### config.mk
export PLATFORM = sky130hd
export DESIGN_NAME = seven_seg_scan_ctrl
export DESIGN_NICKNAME = d
export VERILOG_FILES = /design/src/rtl/seven_seg_scan_ctrl.sv
export SDC_FILE = /design/constraint.sdc
export NUM_CORES = 1
export LEC_CHECK = 0
export ABC_CLOCK_PERIOD_IN_PS = 2600
export CELL_PAD_IN_SITES_DETAIL_PLACEMENT = 1
export CELL_PAD_IN_SITES_GLOBAL_PLACEMENT = 1
export CORE_ASPECT_RATIO = 1.2
export CORE_MARGIN = 8
export CORE_UTILIZATION = 40
export DETAILED_ROUTE_END_ITERATION = 8
export PLACE_DENSITY = 0.83
export RECOVER_POWER = 50
export SYNTH_ARGS = -nofsm -noshare
export SYNTH_HDL_FRONTEND = slang
export SYNTH_SLANG_ARGS = --single-unit
export TNS_END_PERCENT = 1
### constraint.sdc
create_clock -name clk -period 2.6 [get_ports clk]
set_clock_uncertainty 0.05 [all_clocks]
set_input_delay 0.39 -clock clk [delete_from_list [all_inputs] [get_ports clk]]
set_output_delay 0.39 -clock clk [all_outputs]
set_load 0.01 [all_outputs]
### src/rtl/seven_seg_scan_ctrl.sv
// Time-multiplexed scan controller for a common-anode multi-digit 7-segment display.
// Feeds one digit code at a time to a shared decoder and drives active-low anodes with a guard gap.
module seven_seg_scan_ctrl #(
   parameter int unsigned NUM_DIGITS  = 4,
   parameter int unsigned REFRESH_DIV = 50000,
   parameter int unsigned GUARD       = 16
) (
   input  logic                      clk,
   input  logic                      rst_n,
   input  logic                      en,
   input  logic                      load,
   input  logic [4*NUM_DIGITS-1:0]   digits_in,
   input  logic [NUM_DIGITS-1:0]     blank_in,
   output logic [3:0]                D,
   output logic [NUM_DIGITS-1:0]     an,
   output logic                      load_ack,
   output logic                      frame_tick
);

   localparam int unsigned CW = (REFRESH_DIV > 1) ? $clog2(REFRESH_DIV) : 1;
   localparam int unsigned IW = (NUM_DIGITS > 1) ? $clog2(NUM_DIGITS) : 1;
   localparam int unsigned DW = 4 * NUM_DIGITS;
   localparam logic [CW-1:0] CNT_LAST = CW'(REFRESH_DIV - 1);
   localparam logic [IW-1:0] IDX_LAST = IW'(NUM_DIGITS - 1);

   logic [CW-1:0]         cnt, cnt_n;
   logic [IW-1:0]         idx, idx_n;
   logic [DW-1:0]         shd_d, shd_d_n, pnd_d, pnd_d_n;
   logic [NUM_DIGITS-1:0] shd_b, shd_b_n, pnd_b, pnd_b_n;
   logic                  pnd_v, pnd_v_n;
   logic                  boundary;
   logic                  ack_n;
   logic                  drive;
   logic [3:0]            d_n;
   logic [NUM_DIGITS-1:0] an_n;

   // Next-state: slot/digit advance, pending capture, frame-boundary swap
   always_comb begin
      cnt_n    = cnt;
      idx_n    = idx;
      shd_d_n  = shd_d;
      shd_b_n  = shd_b;
      pnd_d_n  = pnd_d;
      pnd_b_n  = pnd_b;
      pnd_v_n  = pnd_v;
      boundary = 1'b0;
      ack_n    = 1'b0;

      if (load) begin
         pnd_d_n = digits_in;
         pnd_b_n = blank_in;
         pnd_v_n = 1'b1;
      end

      if (en) begin
         if (cnt == CNT_LAST) begin
            cnt_n = '0;
            if (idx == IDX_LAST) begin
               idx_n    = '0;
               boundary = 1'b1;
            end else begin
               idx_n = idx + IW'(1);
            end
         end else begin
            cnt_n = cnt + CW'(1);
         end
      end

      // A load on the boundary edge has already overwritten pending above
      if (boundary && pnd_v_n) begin
         shd_d_n = pnd_d_n;
         shd_b_n = pnd_b_n;
         pnd_v_n = 1'b0;
         ack_n   = 1'b1;
      end
   end

   // Output decode from the next-state so outputs stay aligned with cnt/idx
   always_comb begin
      d_n   = '0;
      an_n  = '1;
      drive = en && (32'(cnt_n) >= GUARD);
      for (int unsigned i = 0; i < NUM_DIGITS; i++) begin
         if (idx_n == IW'(i)) begin
            d_n = shd_d_n[4*i +: 4];
            if (drive && !shd_b_n[i]) an_n[i] = 1'b0;
         end
      end
   end

   always_ff @(posedge clk or negedge rst_n) begin
      if (!rst_n) begin
         cnt        <= '0;
         idx        <= '0;
         shd_d      <= '0;
         shd_b      <= '1;
         pnd_d      <= '0;
         pnd_b      <= '0;
         pnd_v      <= 1'b0;
         D          <= '0;
         an         <= '1;
         load_ack   <= 1'b0;
         frame_tick <= 1'b0;
      end else begin
         cnt        <= cnt_n;
         idx        <= idx_n;
         shd_d      <= shd_d_n;
         shd_b      <= shd_b_n;
         pnd_d      <= pnd_d_n;
         pnd_b      <= pnd_b_n;
         pnd_v      <= pnd_v_n;
         D          <= d_n;
         an         <= an_n;
         load_ack   <= ack_n;
         frame_tick <= boundary;
      end
   end

endmodule

==> results.txt <==
Tmin final: 2.63 ns
fin crit share: 1.01
vias in the first global route: 2525
core area: 7270 um^2
GR Util All Layers: 0.167
worst slew pin tran: 1.67 ns
Crit Reg-Reg Startpoint: cnt[1]$_DFF_PN0_
Crit path top cell by count: or4_4
H-tree levels: 3
max-capacitance violation count: 1
Setup Viol. Count Final: 4
IO Port Bufs: 33
Detail Placement HPWL: 5.93 mm
Switching Share: 0.271
wire per inst: 19.9 um
CP Cell Sequence: ha_4 -> nand2_2 -> or4_4 -> or4_4 -> buf_6 -> mux2_2 -> a22o_1 -> a221o_1
Final nets: 352
pre-CTS setup slack: -0.408 ns
Register-to-Register Setup Slack: -0.03 ns
CP top delay family: simple AND/OR/NAND/NOR gates
Clock Sinks: 69
total congestion overflow: 0
clk buf depth: 2
Mapped Area: 3020 um^2
share of cells above drive strength 1: 0.297
Seq/Total Area, Yosys: 0.575
Async SR Flop Fraction: 1.00
Netlist cell types: 40
clk slew on worst S/H paths: 0.07 ns
vias per cell: 5.33
CTS buffer count: 9
global-route wire length before repair: 13.5 mm
DIE HEIGHT: 111 um
CP Class: register to register
crit start category: register
Max VDD drop: 483 uV
Slew Limit Headroom: -0.110
sequential power share: 0.454
Commonest cells post-synth: 61 x dfrtp_1, 39 x nand2_1, 25 x mux2_2
Clock power frac: 0.353
Net Count, Synth: 281
Pwr Density: 683 nW/um^2
Final Hold Viols: 0
Worst path depth: 8
Worst Path Buf+Inv: 1
CP required: 2.77 ns
largest net degree at the start of global routing: 70
reg-to-reg endpoint: D[0]$_DFF_PN0_
Clock Latency Late Sink: 0.34 ns
Synth area leaders: dfrtp_1 50%, mux2_2 9.3%, dfstp_2 7.0%
drt total wl: 8.37 mm
Cell Rows: 34
Placer Congestion: 0.817
internal power: 1.97 mW
arrival time at the worst endpoint: 2.80 ns
Avg Inst Size Synth: 11.9 um^2
initial antenna violation count: 0
Gate power share: 0.192
Worst Hold Class: register to register
# IOs: 34
largest stage delay on the critical path: 0.51 ns
clk root buf: clkbuf_8
Slew Limit Fails: 70
yosys warns: 0
Setup crit end kind: register
CTS tree: done
most frequent cell after synthesis: dfrtp_1
Critical Path Start: cnt[1]$_DFF_PN0_
Pleak: 1.83 nW
Initial DRC Count: 56
failing checks: max-capacitance violations, max-slew violations, negative setup slack
Syn Inst Count: 254
area of the die: 10600 um^2
Synth Flop Type: dfrtp_1
Critical Path Fanout Max: 6
Die W: 95.4 um
antenna viol nets, final: 0
starting density of the core: 0.416
final setup margin: -0.0306 ns
f_max: 0.380 GHz
crit path capture: D[0]$_DFF_PN0_
number of synthesized register bits: 69
DRT Pass-1 Iters: 4
Inserted Diodes: 0
Post-synth EDFFs: 0
Final Util: 0.543
Worst path slowest cell: or4_4
status: finished with violations
DRC Markers: 0
total number of vias: 2238
R2R cell count: 8
Psw: 731 uW
Filler Cells Inserted: 769
RSZ-0062 raised after global routing: yes
Synth area leader: dfrtp_1
layout overhead on the synthesized area: 30.8%
Synth top area share: 0.505
[per-stage QoR]
stage | cell area, um^2 | power, mW | hold WS [ns] | TNS (ns) | instances
after floorplan | 3030 | 1.46 | 0.0444 | -0.377 | 254
after global placement | 3690 | 1.69 | 0.387 | -1.89 | 401
after detailed placement | 3690 | 1.72 | 0.394 | -2.61 | 401
after CTS | 3950 | 2.72 | 0.0181 | -0.137 | 419
after global routing | 3950 | 2.82 | 0.473 | -0.366 | 420
final | 3950 | 2.70 | 0.445 | -0.101 | 420
[logic make-up (layout without fill, tap and decap cells)]
logic type	count (synthesis)	count (layout)	share of synthesized area
buffers and inverters	15	91	0.0219
multiplexers	34	34	0.130
flip-flops	69	69	0.575
AO/OA/AOI/OAI	17	17	0.0426
XOR/XNOR	17	17	0.0493
AND/OR/NAND/NOR	99	99	0.170
adder cells (fa/ha/maj)	3	3	0.0124
[metal layers]
layer | vias to the layer above | track usage | part of all wire
li1 | 1028 | - | -
met5 | - | 0 | 0
met1 | 1140 | 0.174 | 0.37
met4 | 0 | 0.0783 | 0.034
met2 | 50 | 0.300 | 0.55
met3 | 20 | 0.0407 | 0.041
[final cells by class]
type	count	area, um^2	area share
clock buffers	11	131	0.0332
clock inverters	5	83.8	0.0212
inverters	4	15.0	0.00380
multi-input cells	170	1260	0.319
flip-flops and latches	69	1740	0.439
well taps	90	113	0.0285
repair buffers	71	612	0.155
[power by group through the flow]
stage | sequential, mW | combinational [mW] | clock, mW
2_1_floorplan | 1.26 | 0.197 | 0
3_5_place_dp | 1.24 | 0.482 | 0
6_report | 1.23 | 0.519 | 0.955
3_3_place_gp | 1.23 | 0.458 | 0
4_1_cts | 1.23 | 0.507 | 0.981
5_1_grt | 1.24 | 0.569 | 1.02
[tightest hold or removal path: stages (launching register included)]
cell and delay (ns):
dfrtp_1 0.33, mux2i_1 0.08, inv_1 0.05
[how the worst min path moves through the flow]
stage,slack [ns],depth (start not counted),endpoint,startpoint
after floorplan,0.04,0,D[0]$_DFF_PN0_,rst_n
after global placement,0.39,2,pnd_d[1]$_DFF_PN0_,rst_n
after detailed placement,0.39,2,pnd_d[6]$_DFF_PN0_,rst_n
after CTS,0.02,2,shd_d[15]$_DFF_PN0_,rst_n
after global routing,0.47,1,pnd_d[7]$_DFF_PN0_,pnd_d[7]$_DFF_PN0_
final,0.44,2,pnd_b[1]$_DFF_PN0_,pnd_b[1]$_DFF_PN0_
[placed cells by master (no fill, tap or decap), types with 2 or more instances in the layout]
master / count
and2_1: 2
mux2_4: 5
xor2_1: 7
nor3_1: 3
nand3_1: 2
dfrtp_1: 61
a211o_1: 2
nand4_1: 8
nor2_1: 19
nor4_1: 2
ha_1: 2
clkinvlp_4: 2
xnor2_1: 10
clkbuf_1: 2
a22o_1: 4
dfstp_2: 8
nand4bb_1: 2
and3_1: 3
nor4b_2: 2
clkbuf_8: 9
nand2_1: 38
a221o_1: 3
clkdlybuf4s50_1: 32
mux2i_1: 5
o21ai_0: 4
or4_4: 2
bufinv_16: 2
nand4b_1: 3
buf_4: 36
nor4bb_1: 2
mux2_2: 24
nor2b_1: 3
inv_1: 4
[timing repair]
| action | CTS | global route |
|---|---|---|
| gates resized for setup | 6 | 3 |
| gates cloned | 1 | 0 |
| pin swaps | 2 | 2 |
| endpoints found under the setup margin | 5 | 5 |
| hold buffers | 0 | 0 |
| buffers inserted | 1 | 1 |
[flip-flops by register name (all words and copies together), names as in the netlist]
register / cells
idx: 2
D: 4
pnd_v: 1
frame_tick: 1
cnt: 16
load_ack: 1
an: 4
shd_d: 16
pnd_b: 4
pnd_d: 16
shd_b: 4
Power figures use the tool's default switching activity.
